`config.mk`:
```
export PLATFORM = sky130hd
export DESIGN_NAME = wshb_arbiter_2_flat
export DESIGN_NICKNAME = d
export VERILOG_FILES = /design/src/rtl/wshb_if.sv /design/src/rtl/wshb_arbiter_2.sv /design/src/flat_wrapper.sv
export SDC_FILE = /design/constraint.sdc
export NUM_CORES = 1
export LEC_CHECK = 0
export CAP_MARGIN = 20
export CORE_AREA = 2 2 132 134
export DETAILED_ROUTE_END_ITERATION = 8
export DIE_AREA = 0 0 134 136
export SLEW_MARGIN = 20
export SYNTH_ARGS = -nofsm -noshare
export SYNTH_HDL_FRONTEND = slang
export SYNTH_SLANG_ARGS = --single-unit
```
`constraint.sdc`:
```
create_clock -name clk -period 2.03 [get_ports clk]
set_input_delay 0.406 -clock clk [delete_from_list [all_inputs] [get_ports clk]]
set_output_delay 0.406 -clock clk [all_outputs]
set_load 0.005 [all_outputs]
```
`src/rtl/wshb_if.sv`:
```
// Wishbone B4 bus bundle (32-bit data, 32-bit byte address) shared by the
// arbiter's requester ports and its target port.
interface wshb_if #(
  parameter int DW = 32,
  parameter int AW = 32
);
  logic            cyc;
  logic            stb;
  logic            we;
  logic [AW-1:0]   adr;
  logic [DW/8-1:0] sel;
  logic [2:0]      cti;
  logic [1:0]      bte;
  logic [DW-1:0]   dat_ms;
  logic [DW-1:0]   dat_sm;
  logic            ack;
  logic            err;
  logic            rty;

  modport master (
    output cyc, stb, we, adr, sel, cti, bte, dat_ms,
    input  dat_sm, ack, err, rty
  );

  modport slave (
    input  cyc, stb, we, adr, sel, cti, bte, dat_ms,
    output dat_sm, ack, err, rty
  );
endinterface

```
`src/rtl/wshb_arbiter_2.sv`:
```
// Two-requester Wishbone arbiter: round-robin on ties, grant held while the
// owner keeps cyc high, watchdog that errors out a stalled slave access.
module wshb_arbiter_2 #(
  parameter int TIMEOUT = 16
) (
  input  logic   clk,
  input  logic   rst,
  wshb_if.slave  wb_m0,
  wshb_if.slave  wb_m1,
  wshb_if.master wb_s
);
  localparam int WDW = (TIMEOUT > 0) ? $clog2(TIMEOUT + 1) : 1;

  typedef enum logic [1:0] {IDLE, GNT0, GNT1} state_t;

  state_t         state;
  logic           last;
  logic [WDW-1:0] wdt;

  logic g0, g1, tmo, own_cyc, s_resp;

  assign g0      = (state == GNT0);
  assign g1      = (state == GNT1);
  assign own_cyc = g1 ? wb_m1.cyc : wb_m0.cyc;
  assign s_resp  = wb_s.ack | wb_s.err | wb_s.rty;
  assign tmo     = (TIMEOUT > 0) && (state != IDLE) && (wdt == WDW'(TIMEOUT));

  // Request side: mux from the owner; cyc/stb/we gated off in IDLE and on timeout.
  assign wb_s.cyc    = ~tmo & ((g0 & wb_m0.cyc) | (g1 & wb_m1.cyc));
  assign wb_s.stb    = ~tmo & ((g0 & wb_m0.stb) | (g1 & wb_m1.stb));
  assign wb_s.we     = ~tmo & ((g0 & wb_m0.we)  | (g1 & wb_m1.we));
  assign wb_s.adr    = g1 ? wb_m1.adr    : wb_m0.adr;
  assign wb_s.sel    = g1 ? wb_m1.sel    : wb_m0.sel;
  assign wb_s.cti    = g1 ? wb_m1.cti    : wb_m0.cti;
  assign wb_s.bte    = g1 ? wb_m1.bte    : wb_m0.bte;
  assign wb_s.dat_ms = g1 ? wb_m1.dat_ms : wb_m0.dat_ms;

  // Response side: only the owner ever sees a termination.
  assign wb_m0.ack    = g0 & ~tmo & wb_s.ack;
  assign wb_m0.err    = g0 & (tmo | wb_s.err);
  assign wb_m0.rty    = g0 & ~tmo & wb_s.rty;
  assign wb_m0.dat_sm = wb_s.dat_sm;
  assign wb_m1.ack    = g1 & ~tmo & wb_s.ack;
  assign wb_m1.err    = g1 & (tmo | wb_s.err);
  assign wb_m1.rty    = g1 & ~tmo & wb_s.rty;
  assign wb_m1.dat_sm = wb_s.dat_sm;

  always_ff @(posedge clk) begin
    if (rst) begin
      state <= IDLE;
      last  <= 1'b1;
      wdt   <= '0;
    end else begin
      wdt <= '0;
      unique case (state)
        IDLE: begin
          // last names the previous owner, so a tie goes to the other one
          if (wb_m0.cyc && (!wb_m1.cyc || last)) begin
            state <= GNT0;
            last  <= 1'b0;
          end else if (wb_m1.cyc) begin
            state <= GNT1;
            last  <= 1'b1;
          end
        end
        GNT0, GNT1: begin
          if (tmo || !own_cyc) begin
            state <= IDLE;
            if (tmo) last <= g1;
          end else if (TIMEOUT > 0 && wb_s.stb && !s_resp) begin
            wdt <= wdt + 1'b1;
          end
        end
        default: state <= IDLE;
      endcase
    end
  end
endmodule

```
`src/flat_wrapper.sv`:
```
// flat-port wrapper written by rule: the top's interface ports become plain ports
module wshb_arbiter_2_flat 
#(
  parameter int TIMEOUT = 16
)
  (clk, rst, wb_m0_cyc, wb_m0_stb, wb_m0_we, wb_m0_adr, wb_m0_sel, wb_m0_cti, wb_m0_bte, wb_m0_dat_ms, wb_m0_dat_sm, wb_m0_ack, wb_m0_err, wb_m0_rty, wb_m1_cyc, wb_m1_stb, wb_m1_we, wb_m1_adr, wb_m1_sel, wb_m1_cti, wb_m1_bte, wb_m1_dat_ms, wb_m1_dat_sm, wb_m1_ack, wb_m1_err, wb_m1_rty, wb_s_cyc, wb_s_stb, wb_s_we, wb_s_adr, wb_s_sel, wb_s_cti, wb_s_bte, wb_s_dat_ms, wb_s_dat_sm, wb_s_ack, wb_s_err, wb_s_rty);
  wshb_if wb_m0_i ();
  wshb_if wb_m1_i ();
  wshb_if wb_s_i ();
  input  logic clk;
  input  logic rst;
  input wire logic [$bits(wb_m0_i.cyc)-1:0] wb_m0_cyc;
  input wire logic [$bits(wb_m0_i.stb)-1:0] wb_m0_stb;
  input wire logic [$bits(wb_m0_i.we)-1:0] wb_m0_we;
  input wire logic [$bits(wb_m0_i.adr)-1:0] wb_m0_adr;
  input wire logic [$bits(wb_m0_i.sel)-1:0] wb_m0_sel;
  input wire logic [$bits(wb_m0_i.cti)-1:0] wb_m0_cti;
  input wire logic [$bits(wb_m0_i.bte)-1:0] wb_m0_bte;
  input wire logic [$bits(wb_m0_i.dat_ms)-1:0] wb_m0_dat_ms;
  output wire logic [$bits(wb_m0_i.dat_sm)-1:0] wb_m0_dat_sm;
  output wire logic [$bits(wb_m0_i.ack)-1:0] wb_m0_ack;
  output wire logic [$bits(wb_m0_i.err)-1:0] wb_m0_err;
  output wire logic [$bits(wb_m0_i.rty)-1:0] wb_m0_rty;
  input wire logic [$bits(wb_m1_i.cyc)-1:0] wb_m1_cyc;
  input wire logic [$bits(wb_m1_i.stb)-1:0] wb_m1_stb;
  input wire logic [$bits(wb_m1_i.we)-1:0] wb_m1_we;
  input wire logic [$bits(wb_m1_i.adr)-1:0] wb_m1_adr;
  input wire logic [$bits(wb_m1_i.sel)-1:0] wb_m1_sel;
  input wire logic [$bits(wb_m1_i.cti)-1:0] wb_m1_cti;
  input wire logic [$bits(wb_m1_i.bte)-1:0] wb_m1_bte;
  input wire logic [$bits(wb_m1_i.dat_ms)-1:0] wb_m1_dat_ms;
  output wire logic [$bits(wb_m1_i.dat_sm)-1:0] wb_m1_dat_sm;
  output wire logic [$bits(wb_m1_i.ack)-1:0] wb_m1_ack;
  output wire logic [$bits(wb_m1_i.err)-1:0] wb_m1_err;
  output wire logic [$bits(wb_m1_i.rty)-1:0] wb_m1_rty;
  output wire logic [$bits(wb_s_i.cyc)-1:0] wb_s_cyc;
  output wire logic [$bits(wb_s_i.stb)-1:0] wb_s_stb;
  output wire logic [$bits(wb_s_i.we)-1:0] wb_s_we;
  output wire logic [$bits(wb_s_i.adr)-1:0] wb_s_adr;
  output wire logic [$bits(wb_s_i.sel)-1:0] wb_s_sel;
  output wire logic [$bits(wb_s_i.cti)-1:0] wb_s_cti;
  output wire logic [$bits(wb_s_i.bte)-1:0] wb_s_bte;
  output wire logic [$bits(wb_s_i.dat_ms)-1:0] wb_s_dat_ms;
  input wire logic [$bits(wb_s_i.dat_sm)-1:0] wb_s_dat_sm;
  input wire logic [$bits(wb_s_i.ack)-1:0] wb_s_ack;
  input wire logic [$bits(wb_s_i.err)-1:0] wb_s_err;
  input wire logic [$bits(wb_s_i.rty)-1:0] wb_s_rty;
  assign wb_m0_i.cyc = wb_m0_cyc;
  assign wb_m0_i.stb = wb_m0_stb;
  assign wb_m0_i.we = wb_m0_we;
  assign wb_m0_i.adr = wb_m0_adr;
  assign wb_m0_i.sel = wb_m0_sel;
  assign wb_m0_i.cti = wb_m0_cti;
  assign wb_m0_i.bte = wb_m0_bte;
  assign wb_m0_i.dat_ms = wb_m0_dat_ms;
  assign wb_m0_dat_sm = wb_m0_i.dat_sm;
  assign wb_m0_ack = wb_m0_i.ack;
  assign wb_m0_err = wb_m0_i.err;
  assign wb_m0_rty = wb_m0_i.rty;
  assign wb_m1_i.cyc = wb_m1_cyc;
  assign wb_m1_i.stb = wb_m1_stb;
  assign wb_m1_i.we = wb_m1_we;
  assign wb_m1_i.adr = wb_m1_adr;
  assign wb_m1_i.sel = wb_m1_sel;
  assign wb_m1_i.cti = wb_m1_cti;
  assign wb_m1_i.bte = wb_m1_bte;
  assign wb_m1_i.dat_ms = wb_m1_dat_ms;
  assign wb_m1_dat_sm = wb_m1_i.dat_sm;
  assign wb_m1_ack = wb_m1_i.ack;
  assign wb_m1_err = wb_m1_i.err;
  assign wb_m1_rty = wb_m1_i.rty;
  assign wb_s_cyc = wb_s_i.cyc;
  assign wb_s_stb = wb_s_i.stb;
  assign wb_s_we = wb_s_i.we;
  assign wb_s_adr = wb_s_i.adr;
  assign wb_s_sel = wb_s_i.sel;
  assign wb_s_cti = wb_s_i.cti;
  assign wb_s_bte = wb_s_i.bte;
  assign wb_s_dat_ms = wb_s_i.dat_ms;
  assign wb_s_i.dat_sm = wb_s_dat_sm;
  assign wb_s_i.ack = wb_s_ack;
  assign wb_s_i.err = wb_s_err;
  assign wb_s_i.rty = wb_s_rty;
  wshb_arbiter_2 #(.TIMEOUT(TIMEOUT)) u_core (.clk(clk), .rst(rst), .wb_m0(wb_m0_i), .wb_m1(wb_m1_i), .wb_s(wb_s_i));
endmodule
```
==> results.sh <==
export IMPL_status="complete, but fails checks"
export IMPL_violations="negative setup slack"
export IMPL_grt_pass1_vias=2491
export IMPL_grt_use_total_pct=9.52
export IMPL_worstSetupPathType="register to output port"
export IMPL_drc_errors=0
export IMPL_port_buffer_count=238
export IMPL_grt_overflow=0
export IMPL_synth_nets=411
export IMPL_p_leak_nw=2.06
export IMPL_power_frac_comb_pct=77.6
export IMPL_p_int_mw=1.65
export IMPL_htree_levels=1
export IMPL_drive_gt1_share_pct=49.4
export IMPL_postSynth_asyncResetShare_pct=0
export IMPL_syn_inst=216
export IMPL_worstHoldPathType="register to register"
export IMPL_switchingPower_mw=0.656
export IMPL_ir_drop_mv=0.396
export IMPL_ant_nets=0
export IMPL_yosysMostFrequentCell="mux2_2"
export IMPL_path_buf_inv=7
export IMPL_yosys_top_cells_area="mux2_2 43%, buf_4 26%, dfxtp_1 8.4%"
export IMPL_pwr_share_seq_pct=8.0
export IMPL_grt_max_degree=17
export IMPL_cp_common_cell="buf_12"
export IMPL_layout_nets=636
export IMPL_fmax_mhz=454
export IMPL_die_h_um=136
export IMPL_fin_crit_ns=2.20
export IMPL_crit_family="buffers and inverters"
export IMPL_cts_root_buf="clkbuf_16"
export IMPL_synth_top_area_share_pct=43.1
export IMPL_area_delta_synth_final_pct=154
export IMPL_total_power_mw=2.31
export IMPL_slowest_stage="dfxtp_2"
export IMPL_fin_worst_skew_ns=0.00453
export IMPL_boundaryPins=335
export IMPL_ys_seq_area_share_pct=8.40
export IMPL_clkSinkCount=8
export IMPL_utilization_pct=28.7
export IMPL_fp_coreArea_mm2=0.0169
export IMPL_drv_slew=0
export IMPL_dpl_hpwl_um=7300
export IMPL_clkPwrFrac_pct=14.3
export IMPL_drv_cap=0
export IMPL_grt_pass1_wl_um=13600
export IMPL_slowest_delay_ns=0.32
export IMPL_yosysTopAreaCell="mux2_2"
export IMPL_pre_cts_ws_ns=-0.0915
export IMPL_critPathCaptureType="output port"
export IMPL_fin_tns_setup_ns=-2.15
export IMPL_p_per_area_mw_per_mm2=477
export IMPL_drt_iter0_markers=32
export IMPL_ys_flop_type="dfxtp_1"
export IMPL_syn_area_mm2=0.00191
export IMPL_crit_required_ns=1.62
export IMPL_cp_start_kind="register"
export IMPL_wl_um=9930
export IMPL_dr_pass1_iters=4
export IMPL_fin_crit_sh_pct=109
export IMPL_numCtsBuffers=3
export IMPL_synth_common_cells="73 x mux2_2, 65 x buf_4, 13 x nor2_1"
export IMPL_gp_congestion=0.774
export IMPL_worstPathCellList="inv_2 > ha_4 > buf_12 > buf_12 > buf_12 > buf_16 > buf_6 > mux2_4 > buf_6"
export IMPL_path_max_fanout=5
export IMPL_avgSynthCellArea_um2=8.83
export IMPL_start_util_pct=11.3
export IMPL_synth_warnings=0
export IMPL_grt_antenna_before_repair=1
export IMPL_synth_edf_count=0
export IMPL_ys_seq_elements=8
export IMPL_rsz0062_at_grt="true"
export IMPL_via_per_inst=3.60
export IMPL_diodes=0
export IMPL_clk_pin_slew_ns=0.04
export IMPL_clk_latency_ns=0.23
export IMPL_cts_tree="built"
export IMPL_core_rowCount=48
export IMPL_cts_buffer_depth=2
export IMPL_rrSetupSlack_ns=0.07
export IMPL_layout_setup_ws_ns=-0.173
export IMPL_hold_viol_final=0
export IMPL_tightestPinTransition_ns=0.328
export IMPL_via_count=2393
export IMPL_slew_headroom_pct=78.1
export IMPL_synth_cell_type_count=24
export IMPL_die_area_mm2=0.0182
export IMPL_wl_per_cell_um=15.0
export IMPL_worstPathArrival_ns=1.80
export IMPL_swShare_pct=28.4
export IMPL_die_x_um=134
export IMPL_setup_viol=29
[path summary, 6_finish.rpt]
kind                                       from               to  cells after the start
worst max-delay path            u_core.state[0]      wb_s_sel[0]                      9
worst min-delay path              u_core.wdt[0]    u_core.wdt[0]                      1
worst max register to register  u_core.state[0]  u_core.state[1]                      9
worst min register to register    u_core.wdt[0]    u_core.wdt[0]                      1
[placed cells by master (no fill, tap or decap), drive strengths merged, types with 3 or more instances in the layout]
cell type      netlist  routed
nand3                6       6
inv                  8       8
a21oi                3       3
nor2b                3       3
clkdlybuf4s15        0       5
and3                 5       5
dlygate4sd2          0       5
ha                   6       6
clkdlybuf4s50        0     156
mux2                73      73
dfxtp                8       8
buf                 73      98
a22oi                3       3
nor2                13      13
clkbuf               0      29
[final cells by class]
class,instances,area [um^2]
well taps,225,282
multi-input cells,127,1380
repair buffers,293,2910
inverters,8,30.0
clock buffers,3,75.1
flip-flops and latches,8,165
fillers,1764,12000
[routing by layer]
metal / share of wire, % / GRT usage (%) / vias to the layer above
met5: 0.13 / 0 / -
met4: 0.27 / 0.709 / 2
met3: 12 / 3.84 / 7
met2: 49 / 17.3 / 177
met1: 39 / 10.9 / 1072
li1: - / - / 1135
[flip-flops by register name, summed over array words and instances, names as in the netlist]
signal        cells
u_core.last       1
u_core.state      2
u_core.wdt        5
[power by group through the flow]
| stage | clock network (mW) | registers, mW | logic [mW] |
|---|---|---|---|
| 2_1_floorplan | 0 | 0.184 | 0.613 |
| 3_3_place_gp | 0 | 0.184 | 1.37 |
| 3_5_place_dp | 0 | 0.185 | 1.38 |
| 4_1_cts | 0.338 | 0.185 | 1.64 |
| 5_1_grt | 0.349 | 0.189 | 1.91 |
| 6_report | 0.330 | 0.186 | 1.79 |
[stage by stage]
step / cell area (um^2) / instances / hold WS [ns]
floorplan: 1910 / 216 / 0.430
global placement: 4190 / 621 / 0.443
detailed placement: 4190 / 621 / 0.461
CTS: 4620 / 655 / 0.469
global route: 4840 / 664 / 0.499
finish: 4840 / 664 / 0.463
[cells by family (layout without fill, tap and decap cells)]
group / Yosys count / after routing / synth area share, %
AO/OA/AOI/OAI: 11 / 11 / 4.72
AND/OR/NAND/NOR: 32 / 32 / 8.14
XOR/XNOR: 3 / 3 / 1.38
adder cells (fa/ha/maj): 6 / 6 / 3.94
buffers and inverters: 81 / 304 / 29.3
multiplexers: 75 / 75 / 44.2
flip-flops: 8 / 8 / 8.40
[timing repair]
action                                 4_1_cts  5_1_grt
resized for setup                          243      127
endpoints found under the hold margin        0        0
hold buffers                                 0        0
buffers inserted                            24       12
pin swaps                                    3        6
setup endpoints to repair                   82       80
cloned                                       7        0
(Power assumes the default switching activity.)
